File: config.mk
export PLATFORM = sky130hd
export DESIGN_NAME = ghash_block_sequencer
export DESIGN_NICKNAME = d
export VERILOG_FILES = /design/src/rtl/ghash_block_sequencer.sv
export SDC_FILE = /design/constraint.sdc
export NUM_CORES = 2
export LEC_CHECK = 0
export CAP_MARGIN = 10
export CORE_AREA = 2 2 258 260
export DETAILED_ROUTE_END_ITERATION = 6
export DIE_AREA = 0 0 260 262
export PLACE_DENSITY = 0.8
export SETUP_SLACK_MARGIN = 0.3
export SYNTH_ARGS = -nofsm -noshare
export SYNTH_HDL_FRONTEND = slang
export SYNTH_SLANG_ARGS = --single-unit
File: constraint.sdc
create_clock -name i_clock -period 77.8 [get_ports i_clock]
set_input_delay 23.34 -clock i_clock [delete_from_list [all_inputs] [get_ports i_clock]]
set_output_delay 23.34 -clock i_clock [all_outputs]
set_load 0.05 [all_outputs]
File: src/rtl/ghash_block_sequencer.sv
// ghash_block_sequencer
//
// Front-end controller for ghash_core. It accepts 128-bit AAD and ciphertext
// blocks over a valid/ready handshake and zero-pads partial blocks. Each block
// is chained through the core, with the previous core result fed back as
// x_prev. The len(A)||len(C) block is appended last, and the final GHASH is
// presented with a one-cycle valid pulse.
//
// Optional feature macro: GHASH_SEQ_ORDER_CHECK_EN
//   defined   -> o_error is set by an AAD block accepted after a ciphertext
//                block of the same message. It is sticky until i_start or
//                i_reset.
//   undefined -> o_error is tied to 0.
//
// Parameters
//   NB_DATA       block width (128 only)
//   CORE_LATENCY  cycles from o_core_valid high to i_core_data_y valid (1..15)
//
// Ports
//   i_clock, i_reset          clock, asynchronous active-high reset
//   i_start, i_start_empty    begin a message (optionally with no data blocks)
//   i_data, i_valid, i_is_aad,
//   i_nbytes, i_last          input block and its attributes
//   o_ready                   block accepted on i_valid & o_ready
//   o_core_data_x             masked block / length block to the core
//   o_core_data_x_prev        running accumulator to the core
//   o_core_valid              one-cycle core strobe
//   i_core_data_y             core result
//   o_ghash, o_ghash_valid    final GHASH and its one-cycle pulse
//   o_busy                    high in every state except IDLE
//   o_error                   sticky ordering error
module ghash_block_sequencer #(
  parameter int NB_DATA      = 128,
  parameter int CORE_LATENCY = 1
) (
  input  logic               i_clock,
  input  logic               i_reset,
  input  logic               i_start,
  input  logic               i_start_empty,
  input  logic [NB_DATA-1:0] i_data,
  input  logic               i_valid,
  input  logic               i_is_aad,
  input  logic [4:0]         i_nbytes,
  input  logic               i_last,
  output logic               o_ready,
  output logic [NB_DATA-1:0] o_core_data_x,
  output logic [NB_DATA-1:0] o_core_data_x_prev,
  output logic               o_core_valid,
  input  logic [NB_DATA-1:0] i_core_data_y,
  output logic [NB_DATA-1:0] o_ghash,
  output logic               o_ghash_valid,
  output logic               o_busy,
  output logic               o_error
);

  typedef enum logic [2:0] {
    S_IDLE,
    S_ACCEPT,
    S_WAIT,
    S_LEN,
    S_WAIT_LEN
  } state_t;

  localparam logic [3:0] LAT = 4'(CORE_LATENCY);

  state_t             state;
  logic [NB_DATA-1:0] acc;
  logic [63:0]        len_a;
  logic [63:0]        len_c;
  logic [3:0]         wait_cnt;
  logic               last_q;

  logic [4:0]         nbytes_eff;
  logic [NB_DATA-1:0] byte_mask;
  logic [63:0]        bit_count;

  // Byte counts of 0 or above 16 mean a full block.
  assign nbytes_eff = (i_nbytes == 5'd0 || i_nbytes > 5'd16) ? 5'd16 : i_nbytes;
  assign bit_count  = {56'd0, nbytes_eff, 3'b000};

  // Byte 0 sits in the top byte lane. Lanes at or beyond nbytes_eff are cleared.
  always_comb begin
    // NOTE: default assignment first so no path through this block infers a latch.
    byte_mask = '0;
    for (int b = 0; b < 16; b++) begin
      if (5'(b) < nbytes_eff) byte_mask[NB_DATA-1-8*b -: 8] = 8'hff;
    end
  end

  assign o_ready = (state == S_ACCEPT);
  assign o_busy  = (state != S_IDLE);

`ifdef GHASH_SEQ_ORDER_CHECK_EN
  logic seen_ct;
`else
  assign o_error = 1'b0;
`endif

  // NOTE: all sequential state uses non-blocking assignments so every register
  // samples the pre-edge values, independent of statement order.
  always_ff @(posedge i_clock or posedge i_reset) begin
    if (i_reset) begin
      state              <= S_IDLE;
      acc                <= '0;
      len_a              <= '0;
      len_c              <= '0;
      wait_cnt           <= '0;
      last_q             <= 1'b0;
      o_core_data_x      <= '0;
      o_core_data_x_prev <= '0;
      o_core_valid       <= 1'b0;
      o_ghash            <= '0;
      o_ghash_valid      <= 1'b0;
`ifdef GHASH_SEQ_ORDER_CHECK_EN
      seen_ct            <= 1'b0;
      o_error            <= 1'b0;
`endif
    end else begin
      // Both strobes are single-cycle pulses.
      o_core_valid  <= 1'b0;
      o_ghash_valid <= 1'b0;

      if (i_start) begin
        // Start takes priority everywhere. It also aborts a message in flight,
        // and any core result still pending is simply never sampled.
        acc      <= '0;
        len_a    <= '0;
        len_c    <= '0;
        wait_cnt <= '0;
        last_q   <= 1'b0;
        state    <= i_start_empty ? S_LEN : S_ACCEPT;
`ifdef GHASH_SEQ_ORDER_CHECK_EN
        seen_ct  <= 1'b0;
        o_error  <= 1'b0;
`endif
      end else begin
        case (state)
          S_IDLE: ;

          S_ACCEPT: begin
            if (i_valid) begin
              o_core_data_x      <= i_data & byte_mask;
              o_core_data_x_prev <= acc;
              o_core_valid       <= 1'b1;
              if (i_is_aad) len_a <= len_a + bit_count;
              else          len_c <= len_c + bit_count;
              last_q   <= i_last;
              wait_cnt <= LAT;
              state    <= S_WAIT;
`ifdef GHASH_SEQ_ORDER_CHECK_EN
              if (!i_is_aad)    seen_ct <= 1'b1;
              else if (seen_ct) o_error <= 1'b1;
`endif
            end
          end

          S_WAIT: begin
            if (wait_cnt == 4'd0) begin
              acc   <= i_core_data_y;
              state <= last_q ? S_LEN : S_ACCEPT;
            end else begin
              wait_cnt <= wait_cnt - 4'd1;
            end
          end

          S_LEN: begin
            o_core_data_x      <= {len_a, len_c};
            o_core_data_x_prev <= acc;
            o_core_valid       <= 1'b1;
            wait_cnt           <= LAT;
            state              <= S_WAIT_LEN;
          end

          S_WAIT_LEN: begin
            if (wait_cnt == 4'd0) begin
              o_ghash       <= i_core_data_y;
              o_ghash_valid <= 1'b1;
              state         <= S_IDLE;
            end else begin
              wait_cnt <= wait_cnt - 4'd1;
            end
          end

          default: state <= S_IDLE;
        endcase
      end
    end
  end

endmodule

==> impl_metrics.yaml <==
outcome:
  outcome: "finished clean"
timing:
  period_needed_ns: 27.29
  hold_viol_final: 0
  fin_crit_sh_pct: 35.07
  setup_viol: 0
  timing.fmax_mhz: 36.65
  setup_tns_ns: 0
  rsz0062_at_grt: "no"
  slew_violations: 0
  tightestPinTransition_ns: 1.143
  clock_skew_ns: 0.02432
  relSlewSlack_pct: 23.30
logic_synthesis:
  synth_top_area_cell: "dfrtp_1"
  synth_nets: 3096
  synth_area_leaders: "dfrtp_1 58%, nand2_1 9.6%, mux2_2 5.4%, nor2_1 5.1%, a221oi_1 3.7%"
  synth_top_area_share_pct: 58.38
  ys_types: 62
  async_flop_share_pct: 100.0
  synth-edff-count: 0
  synth_most_common_cell: "nand2_1"
  yosys_warnings: 0
  syn_avg_cell_area_um2: 9.793
  seq_area_frac_synth_pct: 58.38
  ys_seq_elements: 644
  syn_area_um2: 27610
  synthTopCellsByCount: "704 x nand2_1, 644 x dfrtp_1, 378 x nor2_1, 177 x a21oi_1, 167 x clkbuf_1"
  ys.flop_type: "dfrtp_1"
  syn_inst: 2819
clock_tree:
  clock_latency_ns: 0.61
  cts_buffer_depth: 3
  cts.clk_slew.worst_paths_ns: 0.06
  cts-root-buf: "clkbuf_16"
  cts_tree: "done"
  post_cts_resized: 0
  clock-sinks: 644
  cts_hold_buf: 0
  postCtsSetupBuffers: 0
  cts_made_buffers: 70
  htree_levels: 3
job:
  maxCapViolCount: 0
grt:
  grt_antenna_before_repair: 7
  overflow: 0
  grt_pass1_vias: 23700
  gr-usage-all-layers_pct: 25.20
  grt_max_degree: 179
  grt_pass1_wl_mm: 135.6
setup_path:
  crit_slowest_cell: "a2111oi_0"
  crit_family: "simple AND/OR/NAND/NOR gates"
  crit_fanout: 30
  path_common_cell: "ha_1"
  critPathCaptureType: "flop"
  path_buf_inv: 2
  worstPathArrival_ns: 27.74
  cp_cell_sequence: "clkdlybuf4s50_1 -> nor3_1 -> nand2b_1 -> ha_1 -> nor2b_1 -> ha_1 -> ha_1 -> a21oi_1 -> a2111oi_0 -> o311ai_4 -> buf_4 -> nor4_1 -> xnor2_1 -> nor2_1"
  crit_type: "input port to flop"
  cp-start-kind: "input port"
  slowest_delay_ns: 0.87
  crit_required_ns: 78.25
place:
  placed_cell_area_um2: 34810
  portBuffers: 655
  gp_congestion: 0.8944
  dpl.hpwl_mm: 59.27
power:
  power_mw: 1.123
  power.leakage_nw: 15.73
  p_per_area_nw_per_um2: 30.24
  max-vdd-ir-drop_mv: 0.02423
die:
  die_area_um2: 68120
  start_util_pct: 42.29
  die_h_um: 262
  rows: 94
  design.core.area_um2: 65280
  die_x_um: 260
  io_pins: 657
finish:
  drive_above_1_share_pct: 8.270
  multiInputGateArea_um2: 10730
  final-seq-area_um2: 16120
  final_area_um2: 37130
  n_fill_cell: 5390
  area_delta_synth_final_pct: 34.51
  nets: 3662
detailed_routing:
  drtPass1Iterations: 5
  routed_wl_mm: 87.33
  vias: 23590
  viasPerCell: 5.487
  drt_iter0_drc: 2300
  wl_per_cell_um: 20.31
  postRouteAntennaNets: 0
  drc: 0
hold_path:
  min_path_type: "flop to flop"
[routing by layer]
metal  global-route usage [%]  share of wire (%)  vias up
li1                         -                  -    10700
met5                        0              0.072        -
met2                    41.01                 48     1002
met1                    31.44                 38    11660
met4                    10.14                3.8       10
met3                    7.697                9.6      214
[worst reg2reg max path, cell delays in order, from the launching register on]
cell and delay [ns]:
dfrtp_1 0.64, nor3b_1 0.52, nand2b_4 0.48, inv_8 0.90, buf_4 1.01, nor2_1 0.16, nor2_1 0.13
[stage by stage]
step / util, % / hold WS (ns) / setup WS, ns / instances
2_1_floorplan: - / 0.4386 / 36.42 / 2819
3_3_place_gp: 53.32 / 0.4448 / 50.14 / 4177
3_5_place_dp: 53.32 / 0.4483 / 49.96 / 4177
4_1_cts: 56.88 / 0.4507 / 50.62 / 4298
5_1_grt: 56.88 / 0.4771 / 50.17 / 4299
6_report: 56.89 / 0.4510 / 50.51 / 4300
[report_power, final]
group / internal (mW) / leakage [nW] / switching, mW
clock: 0.198 / 1.12 / 0.142
combinational: 0.121 / 6.13 / 0.250
sequential: 0.384 / 8.48 / 0.0284
[placed cells by master (no fill, tap or decap), drive strengths merged, types with 24 or more instances in the layout]
| master | n |
|---|---|
| mux2 | 136 |
| clkbuf | 92 |
| dfrtp | 644 |
| clkdlybuf4s50 | 654 |
| nand4 | 36 |
| nor4 | 58 |
| nand3 | 44 |
| a21oi | 177 |
| nor2 | 379 |
| inv | 32 |
| xnor2 | 88 |
| o21ai | 32 |
| a221oi | 117 |
| nand2 | 704 |
| buf | 24 |
| nor3 | 39 |
[path summary, 6_finish.rpt]
path	from	depth (start not counted)	slack [ns]	end
hold / removal	acc[113]$_DFFE_PP0P_	2	0.45	o_core_data_x_prev[113]$_DFFE_PP0P_
min in group asynchronous	i_reset	2	23.34	o_ghash[101]$_DFFE_PP0P_
hold reg to reg	acc[113]$_DFFE_PP0P_	2	0.45	o_core_data_x_prev[113]$_DFFE_PP0P_
setup reg to reg	state[0]$_DFFE_PP0P_	6	73.91	o_core_data_x[36]$_DFFE_PP0P_
setup / recovery	i_nbytes[1]	14	50.51	len_a[49]$_DFFE_PP0P_
max in group asynchronous	i_reset	4	52.15	len_a[26]$_DFFE_PP0P_
[registers in the layout, summed over array words and instances (netlist names), 3 cells and up]
signal              count
o_core_data_x_prev    128
o_ghash               128
wait_cnt                4
state                   3
len_a                  61
o_core_data_x         128
len_c                  61
acc                   128
[final cells by class]
| class | instances | share of cell area, % |
|---|---|---|
| inverters | 29 | 0.3336 |
| well taps | 864 | 2.911 |
| flip-flops and latches | 644 | 43.40 |
| repair buffers | 678 | 18.20 |
| clock inverters | 29 | 1.095 |
| clock buffers | 92 | 5.156 |
| multi-input cells | 1962 | 28.89 |
| diodes | 2 | 0.01348 |
[cells by family (layout without fill, tap and decap cells)]
group / after synthesis / count (layout) / synth area share (%)
mux: 138 / 138 / 5.620
xor+xnor: 96 / 96 / 3.046
fa+ha+maj: 9 / 9 / 0.4079
simple gates: 1348 / 1348 / 20.73
compound gates: 370 / 370 / 8.825
flops: 644 / 644 / 58.38
other cells: 1 / 3 / 0.01358
buf+inv: 213 / 828 / 2.978
No activity file was read; power rests on OpenSTA's default activity.
